$ cat src/rtl/op_pkg.sv
// Shared definitions for the primitive-recursive operator blocks.
`default_nettype none

package op_pkg;

    typedef enum logic [0:0] {
        OP_IDLE = 1'b0,
        OP_BUSY = 1'b1
    } op_state_t;

    // Bits needed to index 'value' distinct items (0 for a single item).
    function automatic int clog2(input int value);
        int bits;
        int rem;
        bits = 0;
        rem  = value - 1;
        while (rem > 0) begin
            bits = bits + 1;
            rem  = rem >> 1;
        end
        return bits;
    endfunction

endpackage

`default_nettype wire

$ cat src/rtl/op_start_edge.sv
// Start-request rising-edge detector shared by all operator blocks.
`default_nettype none

module op_start_edge (
    input  logic CLK,
    input  logic RST,
    input  logic ST,
    output logic startev_o
);

    logic st_old_q;

    // Tracks ST even during reset, so ST held high across reset release is not an edge.
    always_ff @(posedge CLK) begin
        st_old_q <= ST;
    end

    assign startev_o = ST & ~st_old_q & ~RST;

endmodule

`default_nettype wire

$ cat src/rtl/operation_i_sel.sv
// Run-time selectable projection operator: returns captured word SEL of NIN inputs after LAT cycles.
`default_nettype none

module operation_i_sel
    import op_pkg::*;
#(
    parameter int BW  = 16,
    parameter int NIN = 3,
    parameter int SW  = 2,
    parameter int LAT = 1
) (
    input  logic              CLK,
    input  logic              RST,
    input  logic              ST,
    input  logic [SW-1:0]     SEL,
    input  logic [NIN*BW-1:0] IN,
    output logic              RD,
    output logic [BW-1:0]     RES,
    output logic              ERR
);

    localparam int CW = (LAT > 1) ? clog2(LAT) : 1;

    generate
        if ((SW < clog2(NIN)) || (NIN < 1) || (LAT < 1)) begin : g_param_check
            $error("operation_i_sel: illegal parameters (need NIN>=1, LAT>=1, 2**SW>=NIN)");
        end
    endgenerate

    op_state_t         state_q;
    logic [CW-1:0]     cnt_q;
    logic [SW-1:0]     sel_q;
    logic [NIN*BW-1:0] in_q;
    logic [BW-1:0]     res_q;
    logic              rd_q;
    logic              err_q;

    logic              startev;
    logic              in_range_d;
    logic [BW-1:0]     word_d;

    op_start_edge u_start_edge (
        .CLK       (CLK),
        .RST       (RST),
        .ST        (ST),
        .startev_o (startev)
    );

    // One extra bit so the compare still works when NIN == 2**SW.
    assign in_range_d = ({1'b0, sel_q} < (SW + 1)'(NIN));

    always_comb begin
        word_d = '0;
        for (int i = 0; i < NIN; i++) begin
            if (sel_q == SW'(i)) begin
                word_d = in_q[i*BW +: BW];
            end
        end
    end

    always_ff @(posedge CLK) begin
        if (RST) begin
            state_q <= OP_IDLE;
            cnt_q   <= '0;
            sel_q   <= '0;
            in_q    <= '0;
            res_q   <= '0;
            rd_q    <= 1'b1;
            err_q   <= 1'b0;
        end else begin
            case (state_q)
                OP_IDLE: begin
                    if (startev && rd_q) begin
                        sel_q   <= SEL;
                        in_q    <= IN;
                        cnt_q   <= CW'(LAT - 1);
                        rd_q    <= 1'b0;
                        err_q   <= 1'b0;
                        state_q <= OP_BUSY;
                    end
                end
                OP_BUSY: begin
                    if (cnt_q != '0) begin
                        cnt_q <= cnt_q - CW'(1);
                    end else begin
                        res_q   <= in_range_d ? word_d : '0;
                        err_q   <= ~in_range_d;
                        rd_q    <= 1'b1;
                        state_q <= OP_IDLE;
                    end
                end
                default: begin
                    state_q <= OP_IDLE;
                    rd_q    <= 1'b1;
                end
            endcase
        end
    end

    assign RD  = rd_q;
    assign RES = res_q;
    assign ERR = err_q;

endmodule

`default_nettype wire
$ cat config.mk
export PLATFORM = sky130hd
export DESIGN_NAME = operation_i_sel
export DESIGN_NICKNAME = d
export VERILOG_FILES = /design/src/rtl/op_pkg.sv /design/src/rtl/op_start_edge.sv /design/src/rtl/operation_i_sel.sv
export SDC_FILE = /design/constraint.sdc
export NUM_CORES = 1
export LEC_CHECK = 0
export CAP_MARGIN = 20
export CORE_MARGIN = 2
export CORE_UTILIZATION = 31
export DETAILED_ROUTE_END_ITERATION = 10
export SYNTH_ARGS = -nofsm -noshare
export SYNTH_HDL_FRONTEND = slang
export SYNTH_SLANG_ARGS = --single-unit
export TNS_END_PERCENT = 1
$ cat constraint.sdc
create_clock -name CLK -period 2.81 [get_ports CLK]
set_input_delay 0.843 -clock CLK [delete_from_list [all_inputs] [get_ports CLK]]
set_output_delay 0.843 -clock CLK [all_outputs]
set_load 0.01 [all_outputs]
Word level (Yosys, flattened, before mapping)
Index checks and enable logic that the tools add are counted.
W data, S select, Z words.
{"block": "word_totals", "elab_cells": 40, "output_inout_bits": 18, "ff_bits": 71, "input_bits": 53}
{"block": "classes", "n_reduce_logical": 5, "n_mux": 14, "add_sub_neg": 1, "n_lt_le_gt_ge": 1, "bitwise_logic": 7, "eq_ne": 4}
{"cell": "$mux W16", "n": 4}
{"cell": "$pmux W1 S2", "n": 4}
{"cell": "$mux W1", "n": 6}
{"cell": "$reduce_and A2 Y1", "n": 3}
{"cell": "$not A1 Y1", "n": 5}
{"cell": "$ne A2 B2 Y1 const B", "n": 2}
{"cell": "$and A1 B1 Y1", "n": 2}
{"cell": "$eq A2 B1 Y1 const B", "n": 1}
{"cell": "$eq A2 B2 Y1 const B", "n": 1}
{"cell": "$logic_not A2 Y1", "n": 1}
{"cell": "$lt A2 B2 Y1 const B", "n": 1}
{"cell": "$logic_and A1 B1 Y1", "n": 1}
{"cell": "$sub A1 B1 Y1 const B", "n": 1}

Depth between registers and ports, before layout
Gate-level depths: netlist of run 1.
{"block": "depth", "word_depth": 6, "ltp_mapped": 6, "depth_no_buf": 4}

Cells and area by module
A second synthesis of run 1 with hierarchy kept.
{"block": "unflattened", "cells_unflattened": 233, "area_unflattened_um2": 2585.0}
{"mod": "operation_i_sel", "n_inst": 1, "cells_each": 231, "area_each_um2": 2552.4}
{"mod": "op_start_edge", "n_inst": 1, "cells_each": 2, "area_each_um2": 32.5}

Least setup slack after synthesis of run 1
Ideal clock, no wire load.
{"block": "synth_path", "path_type": "input-to-reg", "start": "input port RST", "end": "register in_q[11]", "stages": 5, "setup_ns": 0.123, "slack_ns": 0.987, "arrival_time_ns": 1.700, "cell_sequence": "buf_6 -> nor2_8 -> nand3_2 -> buf_2 -> mux2_1"}
{"block": "synth_via", "elab_chain_cells": 4}
{"item": "start, declared", "line": "operation_i_sel.sv:13", "source": "input logic RST,"}
{"item": "$not A1 Y1", "line": "op_start_edge.sv:18", "source": "assign startev_o = ST & ~st_old_q & ~RST;"}
{"item": "$and A1 B1 Y1", "line": "op_start_edge.sv:18"}
{"item": "$logic_and A1 B1 Y1", "line": "operation_i_sel.sv:73", "source": "if (startev && rd_q) begin"}
{"item": "$reduce_and A2 Y1 (no line)"}
{"item": "end signal, assigned", "line": "operation_i_sel.sv:66", "source": "in_q <= '0;"}
{"item": "end signal, assigned", "line": "operation_i_sel.sv:75", "source": "in_q <= IN;"}
{"item": "end, declared", "line": "operation_i_sel.sv:33", "source": "logic [NIN*BW-1:0] in_q;"}
Several ways; a longest one is shown, not always the timed one.
A chain may end at the register's enable or synchronous reset.

Worst setup path after layout of run 1
{"block": "layout_path", "start": "register rd_q (netlist: RD)", "end": "output port RD"}
{"item": "start, declared", "line": "operation_i_sel.sv:35", "source": "logic rd_q;"}
{"item": "start signal, assigned", "line": "operation_i_sel.sv:68", "source": "rd_q <= 1'b1;"}
{"item": "start signal, assigned", "line": "operation_i_sel.sv:77", "source": "rd_q <= 1'b0;"}
{"item": "start signal, assigned", "line": "operation_i_sel.sv:88", "source": "rd_q <= 1'b1;"}
{"item": "end, declared", "line": "operation_i_sel.sv:17", "source": "output logic RD,"}
No word-level cell between the ends.

==> results of run 1 <==
metrics by stage:
step / total power (W) / std cells / area, µm² / utilization (%) / setup WS (ps)
finish: 0.00210 / 481 / 4000 / 42.9 / 693
global route: 0.00218 / 481 / 4000 / 42.9 / 651
CTS: 0.00212 / 481 / 4000 / 42.9 / 682
detailed placement: 0.00134 / 466 / 3800 / 40.8 / 477
global placement: 0.00134 / 466 / 3800 / 40.8 / 528
floorplan: 0.00122 / 283 / 3000 / - / 987
area by class of cell:
class / count / share of cell area [%]
timing repair buffer: 76 / 19.2
inverter: 18 / 1.69
tap: 129 / 4.04
clock buffer: 13 / 4.48
sequential: 70 / 35.1
clock inverter: 2 / 0.376
multi-input combinational: 173 / 35.2
per-layer routing:
metal | part of all wire (%) | up-vias
li1 | - | 1103
met1 | 51 | 1000
met2 | 43 | 47
met3 | 4.3 | 9
met4 | 1.9 | 0
met5 | 0 | -
path summary, 6_finish.rpt:
kind / start / end / slack [ps] / cells after the start
worst min-delay path: RES[0] / RES[0] / 470 / 1
worst min register to register: RES[0] / RES[0] / 470 / 1
worst max register to register: sel_q[0] / RES[13] / 1020 / 4
worst max-delay path: RD / RD / 690 / 1
Yosys cell counts, types with 2 or more instances:
cell and n:
a211o_1 15, a32o_1 15, and2b_1 4, buf_1 2
buf_2 7, buf_6 4, clkbuf_1 8, dfxtp_1 70
inv_1 18, mux2_1 7, mux2_2 43, nor2_1 15
nor2b_1 47, o21ai_0 16
sequential cells by signal, summed over array words and instances (netlist names):
| register | count |
|---|---|
| ERR | 1 |
| RD | 1 |
| RES | 16 |
| in_q | 48 |
| sel_q | 2 |
| state_q | 1 |
| u_start_edge.st_old_q | 1 |
cell families after synthesis:
group           count (synthesis)
mux                            51
compound gates                 49
flops                          70
buf+inv                        40
simple gates                   73
power groups by stage:
stage	clock (W)	combinational, W	sequential, W
after floorplan	0	0.000145	0.00108
after CTS	0.000801	0.000252	0.00107
after detailed placement	0	0.000251	0.00109
final	0.000779	0.000248	0.00107
after global placement	0	0.000249	0.00109
after global routing	0.000838	0.000270	0.00108
==> results.cfg, run 1 <==
[logic_synthesis]
yosys.area_share.adder_pct = 0
synth.ff_latch_count = 70
yosys.area_share.simple_pct = 14.7
syn_area_mm2 = 0.00300
ys_top_cells_by_area = dfxtp_1, mux2_2, nor2b_1
synth.distinct_cells = 26
async_flop_share_pct = 0
syn_nets = 336
synthMuxAreaShare_pct = 19.1
yosys.area_share.xor_xnor_pct = 0
ys_warn_count = 0
synth_area_per_cell_um2 = 10.6
synth_flop_cell = dfxtp_1
synth_top_area_share_pct = 46.7
synth_enable_flop_cells = 0
syn_inst = 283
seq_area_frac_synth_pct = 46.7
synth_top_family_by_area = multiplexers
synth_compound_area_share_pct = 13.1
synth_area_leader_cell = dfxtp_1

[timing]
whs_ps = 473
worst_pin_slew_ps = 738
setup_viol = 0
fin_skew_ps = 6.71
period_share_pct = 75.3
hold_viol = 0
fmax_ghz = 0.472
fin_crit_ps = 2120
slew_viol_final = 0
rsz0062_at_grt = no
fin_setup_tns_ps = 0
relSlewSlack_pct = 50.7

[clocking]
numCtsBuffers = 9
clkTransAtPathRegs_ps = 70
cts_resized = 0
cts_tree = yes
clock-root-buffer = clkbuf_8
cts_setup_buffers = 0
insertion_delay_ps = 340
cts.path.max_buffers = 2
ctsHoldBuffers = 0
cts_max_level = 3
cts_sinks = 70

[setup_path]
start_kind = flop
cp_slowest_cell = clkdlybuf4s50_1
crit_required_ps = 1970
crit_path_cell_trace = clkdlybuf4s50_1
crit_type = flop to output pin
end_kind = output pin
cpPeakStageDelay_ps = 550
cp_data_arrival_time_ps = 1270
worst_path_dominant_cell_family = buffers and inverters
critPathMaxFanout = 3
crit_buf_inv = 1

[drt]
drtPass1Iterations = 4
drcViolationCount = 0
vias_per_cell = 4.49
drtIter0Drc = 90
wl_per_cell_um = 13.8
num_vias = 2159
ant_nets = 0
wirelength_mm = 6.65

[grt]
grt.met3_usage_pct = 2.74
antenna_found_initial = 0
track_usage_pct = 13.3
grt_start_max_net_pins = 52
grt_pass1_vias = 2088
grt_overflow = 0
grt_util_met1_pct = 18.7
gr-usage-met2_pct = 19.1
grt_pass1_wl_mm = 10.4
gr-max-usage-layer = met2

[pwr]
p_comb_share_pct = 11.8
sw_frac_of_total_pct = 23.4
leakagePower_nw = 1.68
power_density_mw_per_mm2 = 524
p_seq_share_pct = 51.0
ir_drop_mv = 0.200
p_sw_w = 0.000490
power_frac_clock_pct = 37.2
p_int_w = 0.00161

[final_layout]
diodes = 0
multi_input_area_mm2 = 0.00141
layout-drive-gt1-share_pct = 19.6
seqCellArea_mm2 = 0.00140
area_growth_pct = 33.2
num-nets-final = 401
mostFrequentLayoutCells = dfxtp_1, clkdlybuf4s50_1, nor2b_1
nFillCells = 913

[placement]
io_buffers = 70
globalplace.congestion = 0.711
dp_hpwl_mm = 4.59

[die]
dieArea_mm2 = 0.0105
dieWidth_um = 102
die_y_um = 102
core_mm2 = 0.00933
start_util_pct = 32.2
ioPinCount = 71
std_cell_rows = 35

[run_status]
status = finished, final reports clean

[worst_hold_path]
holdCritPathClass = flop to flop

[job]
drv_cap = 0
Power figures use the tool's default switching activity.
==> inputs of run 2 (changes only) <==
clock period = 1.88 ns   (was 2.81 ns; I/O delays follow)
==> results.cfg, run 2 (same netlist as run 1, synthesis figures left out) <==
[run_status]
status = finished, final reports clean

[clocking]
cts_max_level = 3
cts.path.max_buffers = 2
cts_tree = yes
cts_sinks = 70
numCtsBuffers = 9
insertion_delay_ps = 340
clock-root-buffer = clkbuf_8
ctsHoldBuffers = 0
cts_setup_buffers = 0
clkTransAtPathRegs_ps = 80

[setup_path]
end_kind = output pin
worst_path_dominant_cell_family = buffers and inverters
crit_required_ps = 1320
cpPeakStageDelay_ps = 560
critPathMaxFanout = 3
start_kind = flop
cp_data_arrival_time_ps = 1270
crit_type = flop to output pin
crit_buf_inv = 1
crit_path_cell_trace = clkdlybuf4s50_1
cp_slowest_cell = clkdlybuf4s50_1

[drt]
drcViolationCount = 0
wirelength_mm = 6.73
drtIter0Drc = 69
vias_per_cell = 4.42
drtPass1Iterations = 4
wl_per_cell_um = 13.8
num_vias = 2148
ant_nets = 0

[placement]
dp.cells = 470
dp_hpwl_mm = 4.68
place_ws_ps = -170
globalplace.congestion = 0.722
io_buffers = 70

[final_layout]
layout-drive-gt1-share_pct = 20.7
seqCellArea_mm2 = 0.00140
diodes = 0
nFillCells = 905
mostFrequentLayoutCells = dfxtp_1, clkdlybuf4s50_1, nor2b_1
area_growth_pct = 37.2
stdcell_count = 486
num-nets-final = 405
utilization_pct = 44.1
mostFrequentLayoutCell = dfxtp_1
largest-register = in_q
multi_input_area_mm2 = 0.00141
largest_reg_flops = 48

[timing]
setup_ws_ps = 46.2
setup_viol = 0
rsz0062_at_grt = no
relSlewSlack_pct = 54.0
period_share_pct = 97.5
fin_skew_ps = 11.6
whs_ps = 474
fin_crit_ps = 1830
slew_viol_final = 0
worst_pin_slew_ps = 688
hold_viol = 0
fmax_ghz = 0.545

[grt]
gr-max-usage-layer = met1
grt.met3_usage_pct = 2.53
grt_overflow = 0
antenna_found_initial = 0
gr-usage-met2_pct = 19.0
grt_start_max_net_pins = 35
track_usage_pct = 13.7
grt_util_met1_pct = 20.1
grt_pass1_wl_mm = 10.9
grt_pass1_vias = 2165

[die]
dieArea_mm2 = 0.0105
ioPinCount = 71
dieWidth_um = 102
die_y_um = 102
std_cell_rows = 35
core_mm2 = 0.00933
start_util_pct = 32.2

[pwr]
total_power_w = 0.00352
ir_drop_mv = 0.372
leakagePower_nw = 1.76
power_density_mw_per_mm2 = 854

[job]
drv_cap = 0

[worst_hold_path]
holdCritPathClass = flop to flop
[run 2: power breakdown]
part	internal, W	switching [W]	total [W]	leakage [nW]
Combinational	0.000243	0.000154	0.000396	1.06
Sequential	0.00155	0.0000334	0.00158	0.571
Clock	0.000957	0.000580	0.00154	0.130
Total	0.00275	0.000767	0.00352	1.76
[run 2: path summary, 6_finish.rpt]
| path | from | endpoint | slack [ps] | depth (start not counted) |
|---|---|---|---|---|
| setup / recovery | RD | RD | 50 | 1 |
| hold / removal | RES[1] | RES[1] | 470 | 1 |
| setup reg to reg | state_q | RES[13] | 360 | 3 |
| hold reg to reg | RES[1] | RES[1] | 470 | 1 |
[run 2: metal layers]
metal	part of all wire [%]	up-vias
met3	4.4	9
li1	-	1118
met2	40	46
met5	0	-
met1	53	975
met4	2.3	0
[run 2: layout make-up]
type / count / area share, %
multi-input cells: 173 / 34.2
well taps: 129 / 3.92
inverters: 18 / 1.64
repair buffers: 80 / 20.0
clock buffers: 11 / 3.68
clock inverters: 5 / 2.52
flip-flops and latches: 70 / 34.1
[run 2: timing repair]
item	in CTS	in global routing
gates resized for setup	0	1
setup endpoints to repair	0	1
endpoints found under the hold margin	0	0
[run 2: stage by stage]
step	instance area, µm²	TNS (ps)
finish	4120	0
global route	4120	0
CTS	4110	0
detailed placement	3860	-6200
global placement	3860	-6390
floorplan	3000	0
==> inputs of run 3 (changes only) <==
PLACE_DENSITY = 0.6   (was default)
==> results of run 3 <==
The final DEF is identical to that of run 2; final timing and power are the same.
